`config.mk`:
```
export PLATFORM = sky130hd
export DESIGN_NAME = pwm_seq_ctrl
export DESIGN_NICKNAME = d
export VERILOG_FILES = /design/src/rtl/pwm_seq_ctrl.sv
export SDC_FILE = /design/constraint.sdc
export NUM_CORES = 1
export LEC_CHECK = 0
export CAP_MARGIN = 25
export CORE_MARGIN = 4
export CORE_UTILIZATION = 40
export DETAILED_ROUTE_END_ITERATION = 10
export PLACE_DENSITY = 0.67
export SYNTH_ARGS = -nofsm -noshare
export SYNTH_HDL_FRONTEND = slang
export SYNTH_SLANG_ARGS = --single-unit
export TNS_END_PERCENT = 5
```
`constraint.sdc`:
```
create_clock -name clk_i -period 31.3 [get_ports clk_i]
set_clock_uncertainty 0.05 [all_clocks]
set_input_delay 7.825 -clock clk_i [delete_from_list [all_inputs] [get_ports clk_i]]
set_output_delay 7.825 -clock clk_i [all_outputs]
set_load 0.02 [all_outputs]
```
`src/rtl/pwm_seq_ctrl.sv`:
```
// Duty-vector sequencer: FIFO of CHN-channel compare vectors applied to cr_o at PWM period boundaries.
// Latency: cr_o/cr_upd_o update 1 cycle after the period_end_i that loads; level_o 1 cycle after push/pop.
// Backpressure: dat_ready_o drops while the FIFO holds DEPTH vectors; pushes are dropped only by the producer.
module pwm_seq_ctrl #(
  parameter int CHN       = 4,
  parameter int CRX_WIDTH = 32,
  parameter int DEPTH     = 8,
  parameter int REP_WIDTH = 8
) (
  input  logic                          clk_i,
  input  logic                          rst_n_i,
  input  logic                          start_i,
  input  logic                          stop_i,
  input  logic                          flush_i,
  input  logic                          clr_i,
  input  logic [REP_WIDTH-1:0]          rep_i,
  input  logic                          period_end_i,
  input  logic                          dat_valid_i,
  output logic                          dat_ready_o,
  input  logic [CHN*CRX_WIDTH-1:0]      dat_i,
  output logic [CHN*CRX_WIDTH-1:0]      cr_o,
  output logic                          cr_upd_o,
  output logic                          busy_o,
  output logic [$clog2(DEPTH):0]        level_o,
  output logic                          underflow_o
);

  localparam int PW = $clog2(DEPTH);
  localparam int LW = PW + 1;
  localparam int VW = CHN * CRX_WIDTH;
  localparam logic [LW-1:0] FULL_LVL = LW'(DEPTH);

  typedef enum logic [1:0] {
    IDLE = 2'd0,
    ARM  = 2'd1,
    RUN  = 2'd2
  } state_t;

  state_t               r_state;
  state_t               w_state_nxt;
  logic [VW-1:0]        r_mem [DEPTH];
  logic [PW-1:0]        r_wptr;
  logic [PW-1:0]        r_rptr;
  logic [LW-1:0]        r_level;
  logic [REP_WIDTH-1:0] r_rep_cnt;
  logic                 r_stop_pend;
  logic                 r_underflow;
  logic                 r_cr_upd;
  logic                 r_busy;
  logic [VW-1:0]        r_cr;

  logic                 w_push;
  logic                 w_pop;
  logic                 w_empty;
  logic                 w_flush;
  logic                 w_dec;
  logic                 w_uf_set;
  logic                 w_stop_pend_nxt;

  assign w_empty     = (r_level == '0);
  assign dat_ready_o = (r_level != FULL_LVL);
  assign w_push      = dat_valid_i && dat_ready_o;

  assign cr_o        = r_cr;
  assign cr_upd_o    = r_cr_upd;
  assign busy_o      = r_busy;
  assign level_o     = r_level;
  assign underflow_o = r_underflow;

  // Next-state and boundary actions; a pending stop takes priority over any load at the boundary
  always_comb begin
    w_state_nxt     = r_state;
    w_pop           = 1'b0;
    w_dec           = 1'b0;
    w_uf_set        = 1'b0;
    w_flush         = 1'b0;
    w_stop_pend_nxt = r_stop_pend;
    case (r_state)
      IDLE: begin
        w_stop_pend_nxt = 1'b0;
        w_flush         = flush_i;
        // stop_i alongside start_i cancels the start
        if (start_i && !stop_i) begin
          w_state_nxt = ARM;
        end
      end
      ARM, RUN: begin
        if (stop_i) begin
          w_stop_pend_nxt = 1'b1;
        end
        if (period_end_i) begin
          if (r_stop_pend) begin
            w_state_nxt     = IDLE;
            w_stop_pend_nxt = 1'b0;
          end else if (r_state == RUN && r_rep_cnt != '0) begin
            w_dec = 1'b1;
          end else if (!w_empty) begin
            w_pop       = 1'b1;
            w_state_nxt = RUN;
          end else if (r_state == RUN) begin
            // ARM waits silently for the first vector; only RUN reports a starved boundary
            w_uf_set = 1'b1;
          end
        end
      end
      default: begin
        w_state_nxt = IDLE;
      end
    endcase
  end

  // State register plus pending-stop and busy flags
  always_ff @(posedge clk_i or negedge rst_n_i) begin
    if (!rst_n_i) begin
      r_state     <= IDLE;
      r_stop_pend <= 1'b0;
      r_busy      <= 1'b0;
    end else begin
      r_state     <= w_state_nxt;
      r_stop_pend <= w_stop_pend_nxt;
      r_busy      <= (w_state_nxt != IDLE);
    end
  end

  // FIFO storage; entries are only read when the level marks them valid, so no reset is needed
  always_ff @(posedge clk_i) begin
    if (w_push) begin
      r_mem[r_wptr] <= dat_i;
    end
  end

  // FIFO pointers and occupancy; flush only reaches here from IDLE, where no pop can occur
  always_ff @(posedge clk_i or negedge rst_n_i) begin
    if (!rst_n_i) begin
      r_wptr  <= '0;
      r_rptr  <= '0;
      r_level <= '0;
    end else if (w_flush) begin
      r_wptr  <= '0;
      r_rptr  <= '0;
      r_level <= '0;
    end else begin
      if (w_push) begin
        r_wptr <= r_wptr + PW'(1);
      end
      if (w_pop) begin
        r_rptr <= r_rptr + PW'(1);
      end
      case ({w_push, w_pop})
        2'b10:   r_level <= r_level + LW'(1);
        2'b01:   r_level <= r_level - LW'(1);
        default: r_level <= r_level;
      endcase
    end
  end

  // Applied compare vector, its update strobe and the per-vector repeat counter
  always_ff @(posedge clk_i or negedge rst_n_i) begin
    if (!rst_n_i) begin
      r_cr      <= '0;
      r_cr_upd  <= 1'b0;
      r_rep_cnt <= '0;
    end else begin
      r_cr_upd <= w_pop;
      if (w_pop) begin
        r_cr      <= r_mem[r_rptr];
        r_rep_cnt <= rep_i;
      end else if (w_dec) begin
        r_rep_cnt <= r_rep_cnt - REP_WIDTH'(1);
      end
    end
  end

  // Sticky underflow flag; a new underflow beats a simultaneous clear
  always_ff @(posedge clk_i or negedge rst_n_i) begin
    if (!rst_n_i) begin
      r_underflow <= 1'b0;
    end else if (w_uf_set) begin
      r_underflow <= 1'b1;
    end else if (clr_i) begin
      r_underflow <= 1'b0;
    end
  end

endmodule

```
### Word level (Yosys, flattened, before mapping)

Memories as Yosys holds them, arrays and structs flattened. A register that Yosys moved wholly into a read port is not among the register bits.
Cells that the tools add are included.

* shift operators: 0
* multipliers: 0
* eq/ne operators: 5
* reductions and logical operators: 16
* div/mod/pow operators: 0
* magnitude comparators: 0
* multiplexer cells: 38
* bitwise logic cells: 0
* $add $sub $neg: 5

Operators with widths (number)
* 1-bit two-way mux: 23
* 8-bit two-way mux: 2
* 3-bit two-way mux: 4
* 2-bit nonzero test: 6
* 2-bit two-way mux: 5
* 4-bit case mux with 2 select lines: 1
* 8-bit nonzero test: 1
* 8-bit by 1-bit subtractor with 8-bit output (second input constant): 1
* 3-bit by 1-bit adder with 3-bit output (second input constant): 2
* 4-bit by 1-bit adder with 4-bit output (second input constant): 1
* 2-bit by 1-bit == test with 1-bit output (second input constant): 2
* 2-bit == test (second input constant): 2
* 4-bit zero test: 1
* 4-bit two-way mux: 1
* 4-bit inequality test (second input constant): 1
* 2-bit case mux with 2 select lines: 1
* 4-bit by 1-bit subtractor with 4-bit output (second input constant): 1
* 1-bit logical AND: 3
* 3-bit nonzero test: 1
* 1-bit zero test: 2
* 2-bit zero test: 1
* 1-bit case mux with 2 select lines: 1
* 2-bit OR reduction: 1

* input bits: 144
* output and inout port bits: 136
* register bits after elaboration: 24
* ROM bits: 0
* bits in latches: 0
* memories kept: 1
* word-level logic and storage cells: 74
* memory bits (writable): 1024

Memory list
* r_mem: depth 8, bits a word 128, rd ports 1, clocked after Yosys merged registers in 1, write ports 1, line 41 `logic [VW-1:0] r_mem [DEPTH];`

### Longest topological paths before layout

* depth in word-level cells: 9
* mapped depth: 13
* mapped depth without buffers: 11

### Worst setup path before layout

No wires, ideal clock.

* kind: input-to-reg
* start: input dat_valid_i
* end: memory r_mem[0][0] (netlist bit) (enable)
* setup time: 0.928 ns
* setup slack: 10.334 ns
* data arrival time: 19.988 ns
* path buffers: 0
* required time: 30.322 ns
* stages: 2
* path through: nand2_1 nor4_1

* cells in the longest elaborated chain, start to end: 3

RTL lines
* from (decl): line 18 `input logic dat_valid_i,`
* 1-bit logical AND: line 62 `assign w_push = dat_valid_i && dat_ready_o;`
* 1-bit two-way mux: line 127 `if (w_push) begin`
* 1-bit two-way mux (not written as such): line 128 `r_mem[r_wptr] <= dat_i;`
* to (decl): line 41

No other way between the ends.

### Worst setup path in the final report

* start: register r_level[1] (netlist: level_o[1])
* end: output dat_ready_o

* cells in the longest elaborated chain, start to end: 1

RTL lines
* from (decl): line 44 `logic [LW-1:0] r_level;`
* from (signal assigned): line 150 `2'b10: r_level <= r_level + LW'(1);`
* from (signal assigned): line 151 `2'b01: r_level <= r_level - LW'(1);`
* from (signal assigned): line 152 `default: r_level <= r_level;`
* 4-bit inequality test: line 61 `assign dat_ready_o = (r_level != FULL_LVL);`
* to (decl): line 19 `output logic dat_ready_o,`

No other way between the ends.

==> impl_metrics.json <==
{
  "core_area_um2": 109000,
  "hold_buffers": 0,
  "synth-compound-area-share_pct": 2.15,
  "reg2regPathDepth": 6,
  "p_seq_share_pct": 47.4,
  "leakage_nw": 16.8,
  "syn_inst": 2070,
  "rsz0062_at_grt": "no",
  "min_period_ps": 10360,
  "run_status": "finished clean",
  "cp_num_cells": 2,
  "finalCritPeriodShare_pct": 33.1,
  "synth-seq-cells": 1176,
  "synth_xor_area_share_pct": 0.0993,
  "area_growth_pct": 19.4,
  "postLayoutCellArea_um2": 52700,
  "drt-pass1-iter-count": 5,
  "clkSinkCount": 1176,
  "synth_edf_count": 1024,
  "crit_chain": "or4b_1 > clkdlybuf4s50_1",
  "p_per_area_nw_per_um2": 83.4,
  "stdcell_count": 3976,
  "cp.arrival_ps": 2480,
  "placementRows": 121,
  "io_pins": 280,
  "grt_pass1_vias": 22100,
  "place_inst": 3744,
  "avgSynthCellArea_um2": 21.3,
  "r2r-end": "cr_o[117]$_DFFE_PN0P_",
  "hold_class": "reg2reg",
  "drv_slew": 0,
  "die_area_um2": 116000,
  "drt_iter0_markers": 1465,
  "grt.total_usage_pct": 16.8,
  "reg2reg_slack_ps": 27410,
  "routedWlPerCell_um": 24.4,
  "synth_top_family_by_area": "multiplexers",
  "mostFrequentLayoutCell": "edfxtp_1",
  "synth-adder-area-share_pct": 0.227,
  "worstPathMaxFanout": 10,
  "slew_headroom_pct": 28.1,
  "pwr-share-comb_pct": 20.7,
  "r2r_start": "r_rptr[2]$_DFFE_PN0P_",
  "fmax_mhz": 96.5,
  "max_stage_delay_ps": 690,
  "start_util_pct": 40.4,
  "wirelength_um": 97200,
  "clkPwrFrac_pct": 31.9,
  "critPathKind": "reg2out",
  "yosys-mux-area-fraction_pct": 16.0,
  "cp-end-kind": "output pin",
  "postCtsResizedCells": 0,
  "fp.dieW_um": 340,
  "placed_area_um2": 48700,
  "p_int_mw": 3.18,
  "holdPathStages": 2,
  "grt_max_degree": 166,
  "drc": 0,
  "antenna_left": 0,
  "critPathSlowestCell": "or4b_1",
  "worstPathRequired_ps": 23420,
  "die_y_um": 340,
  "path_buf_inv": 1,
  "cts_tree": "built",
  "p_sw_mw": 1.21,
  "cts_max_level": 3,
  "clock_latency_ps": 700,
  "cts_made_buffers": 117,
  "portBuffers": 279,
  "synth_flop_cell": "edfxtp_1",
  "viasPerCell": 5.27,
  "post-cts-setup-buffers": 0,
  "grt_pass1_wl_um": 147000,
  "drv_cap": 0,
  "irDropWorstVdd_mv": 0.0660,
  "critPathLaunch": "level_o[1]$_DFFE_PN0P_",
  "crit_family": "simple AND/OR/NAND/NOR gates",
  "swShare_pct": 27.5,
  "setup_viol": 0,
  "drive_gt1_share_pct": 19.1,
  "cts_buffer_depth": 3,
  "ys_types": 54,
  "async_reset_ff_share_pct": 12.9,
  "cts.clk_slew.worst_paths_ps": 60,
  "syn_area_um2": 44100,
  "hold_viol": 0,
  "worstMarginPinSlew_ps": 1080,
  "final_cell_mix": "edfxtp_1 (1024), clkdlybuf4s50_1 (278), mux4_2 (256), dfrtp_1 (149), nand2_1 (147)",
  "num-nets-final": 2541,
  "via_count": 20900,
  "hpwl_um": 51900,
  "finalSetupTns_ps": 0,
  "endpoint": "dat_ready_o",
  "cts_root_buffer": "clkbuf_16",
  "yosysWarnings": 0,
  "yosys.area_share.simple_pct": 2.02,
  "grt_antenna_before_repair": 20,
  "syn-num-nets": 2222,
  "gp_congestion": 0.828,
  "ys_seq_area_share_pct": 78.3,
  "grt-ovfl-total": 0,
  "crit_path_start_kind": "register"
}
-- registers in the layout, summed over array words and instances (netlist names), 2 cells and up --
signal / count
r_rptr: 3
r_state: 2
level_o: 4
cr_o: 128
r_mem: 1024
r_wptr: 3
r_rep_cnt: 8
-- worst register-to-register path: cells and delay by family (launching register included) --
| family | cells | cell delay [ps] |
|---|---|---|
| DFF | 1 | 1060 |
| AOI/OAI and AO/OA | 1 | 140 |
| muxes | 2 | 820 |
| buffers and inverters | 3 | 1660 |
-- worst min-delay path by stage --
stage / slack [ps] / to / start
finish: 430 / cr_o[16]$_DFFE_PN0P_ / cr_o[16]$_DFFE_PN0P_
global placement: 420 / cr_o[11]$_DFFE_PN0P_ / cr_o[11]$_DFFE_PN0P_
global route: 440 / cr_o[16]$_DFFE_PN0P_ / cr_o[16]$_DFFE_PN0P_
detailed placement: 420 / cr_o[116]$_DFFE_PN0P_ / cr_o[116]$_DFFE_PN0P_
CTS: 430 / cr_o[116]$_DFFE_PN0P_ / cr_o[116]$_DFFE_PN0P_
floorplan: 470 / r_rep_cnt[1]$_DFFE_PN0P_ / r_rep_cnt[1]$_DFFE_PN0P_
-- cells in the mapped netlist, drive strengths merged, types with 3 or more instances --
library cell | instances | area [um2]
edfxtp | 1024 | 30700
xor2 | 3 | 26.3
ha | 8 | 100
o21ai | 139 | 707
nand2b | 4 | 25.0
nor3 | 9 | 45.0
nor2 | 17 | 66.3
inv | 10 | 37.5
a211oi | 3 | 27.5
mux4 | 256 | 5770
dfrtp | 152 | 3800
mux2i | 129 | 1290
buf | 42 | 210
a21oi | 12 | 60.1
o211ai | 3 | 22.5
nor4 | 4 | 25.0
nand2 | 148 | 558
clkbuf | 65 | 244
-- power groups by stage --
stage / clock (mW) / combinational, mW / sequential, mW
6_report: 1.40 / 0.910 / 2.08
4_1_cts: 1.44 / 0.931 / 2.08
3_3_place_gp: 0 / 0.913 / 2.10
5_1_grt: 1.51 / 0.991 / 2.10
2_1_floorplan: 0 / 0.450 / 2.22
3_5_place_dp: 0 / 0.928 / 2.11
-- per-stage QoR --
| step | utilization [%] | total power [mW] | worst slack, ps | hold slack (ps) |
|---|---|---|---|---|
| 6_report | 48.2 | 4.39 | 20940 | 429 |
| 5_1_grt | 48.2 | 4.60 | 20850 | 445 |
| 4_1_cts | 48.2 | 4.45 | 20500 | 433 |
| 3_5_place_dp | 44.6 | 3.04 | 19760 | 420 |
| 3_3_place_gp | 44.6 | 3.01 | 19870 | 420 |
| 2_1_floorplan | - | 2.67 | 10330 | 468 |
-- cell families after synthesis --
group | after synthesis
xor gates and xnor gates | 5
adders and majority gates | 8
muxes | 386
buffers and inverters | 118
DFF | 1176
AOI/OAI and AO/OA | 173
and+or+nand+nor | 204
-- routing by layer --
| layer | track usage [%] | vias up | share of wire [%] |
|---|---|---|---|
| li1 | - | 9124 | - |
| met2 | 26.8 | 559 | 48 |
| met4 | 3.82 | 26 | 1.6 |
| met1 | 23.7 | 11100 | 43 |
| met5 | 0 | - | 0.17 |
| met3 | 4.01 | 135 | 7.0 |
-- final cells by class --
| class | count | area [um2] |
|---|---|---|
| Antenna cell | 9 | 22.5 |
| Clock buffer | 161 | 3210 |
| Sequential cell | 1176 | 34600 |
| Multi-Input combinational cell | 776 | 9120 |
| Tap cell | 1476 | 1850 |
| Fill cell | 8840 | 56500 |
| Inverter | 11 | 41.3 |
| Clock inverter | 60 | 703 |
| Timing Repair Buffer | 307 | 3150 |
Note: power is estimated with default switching activity, not from simulation.
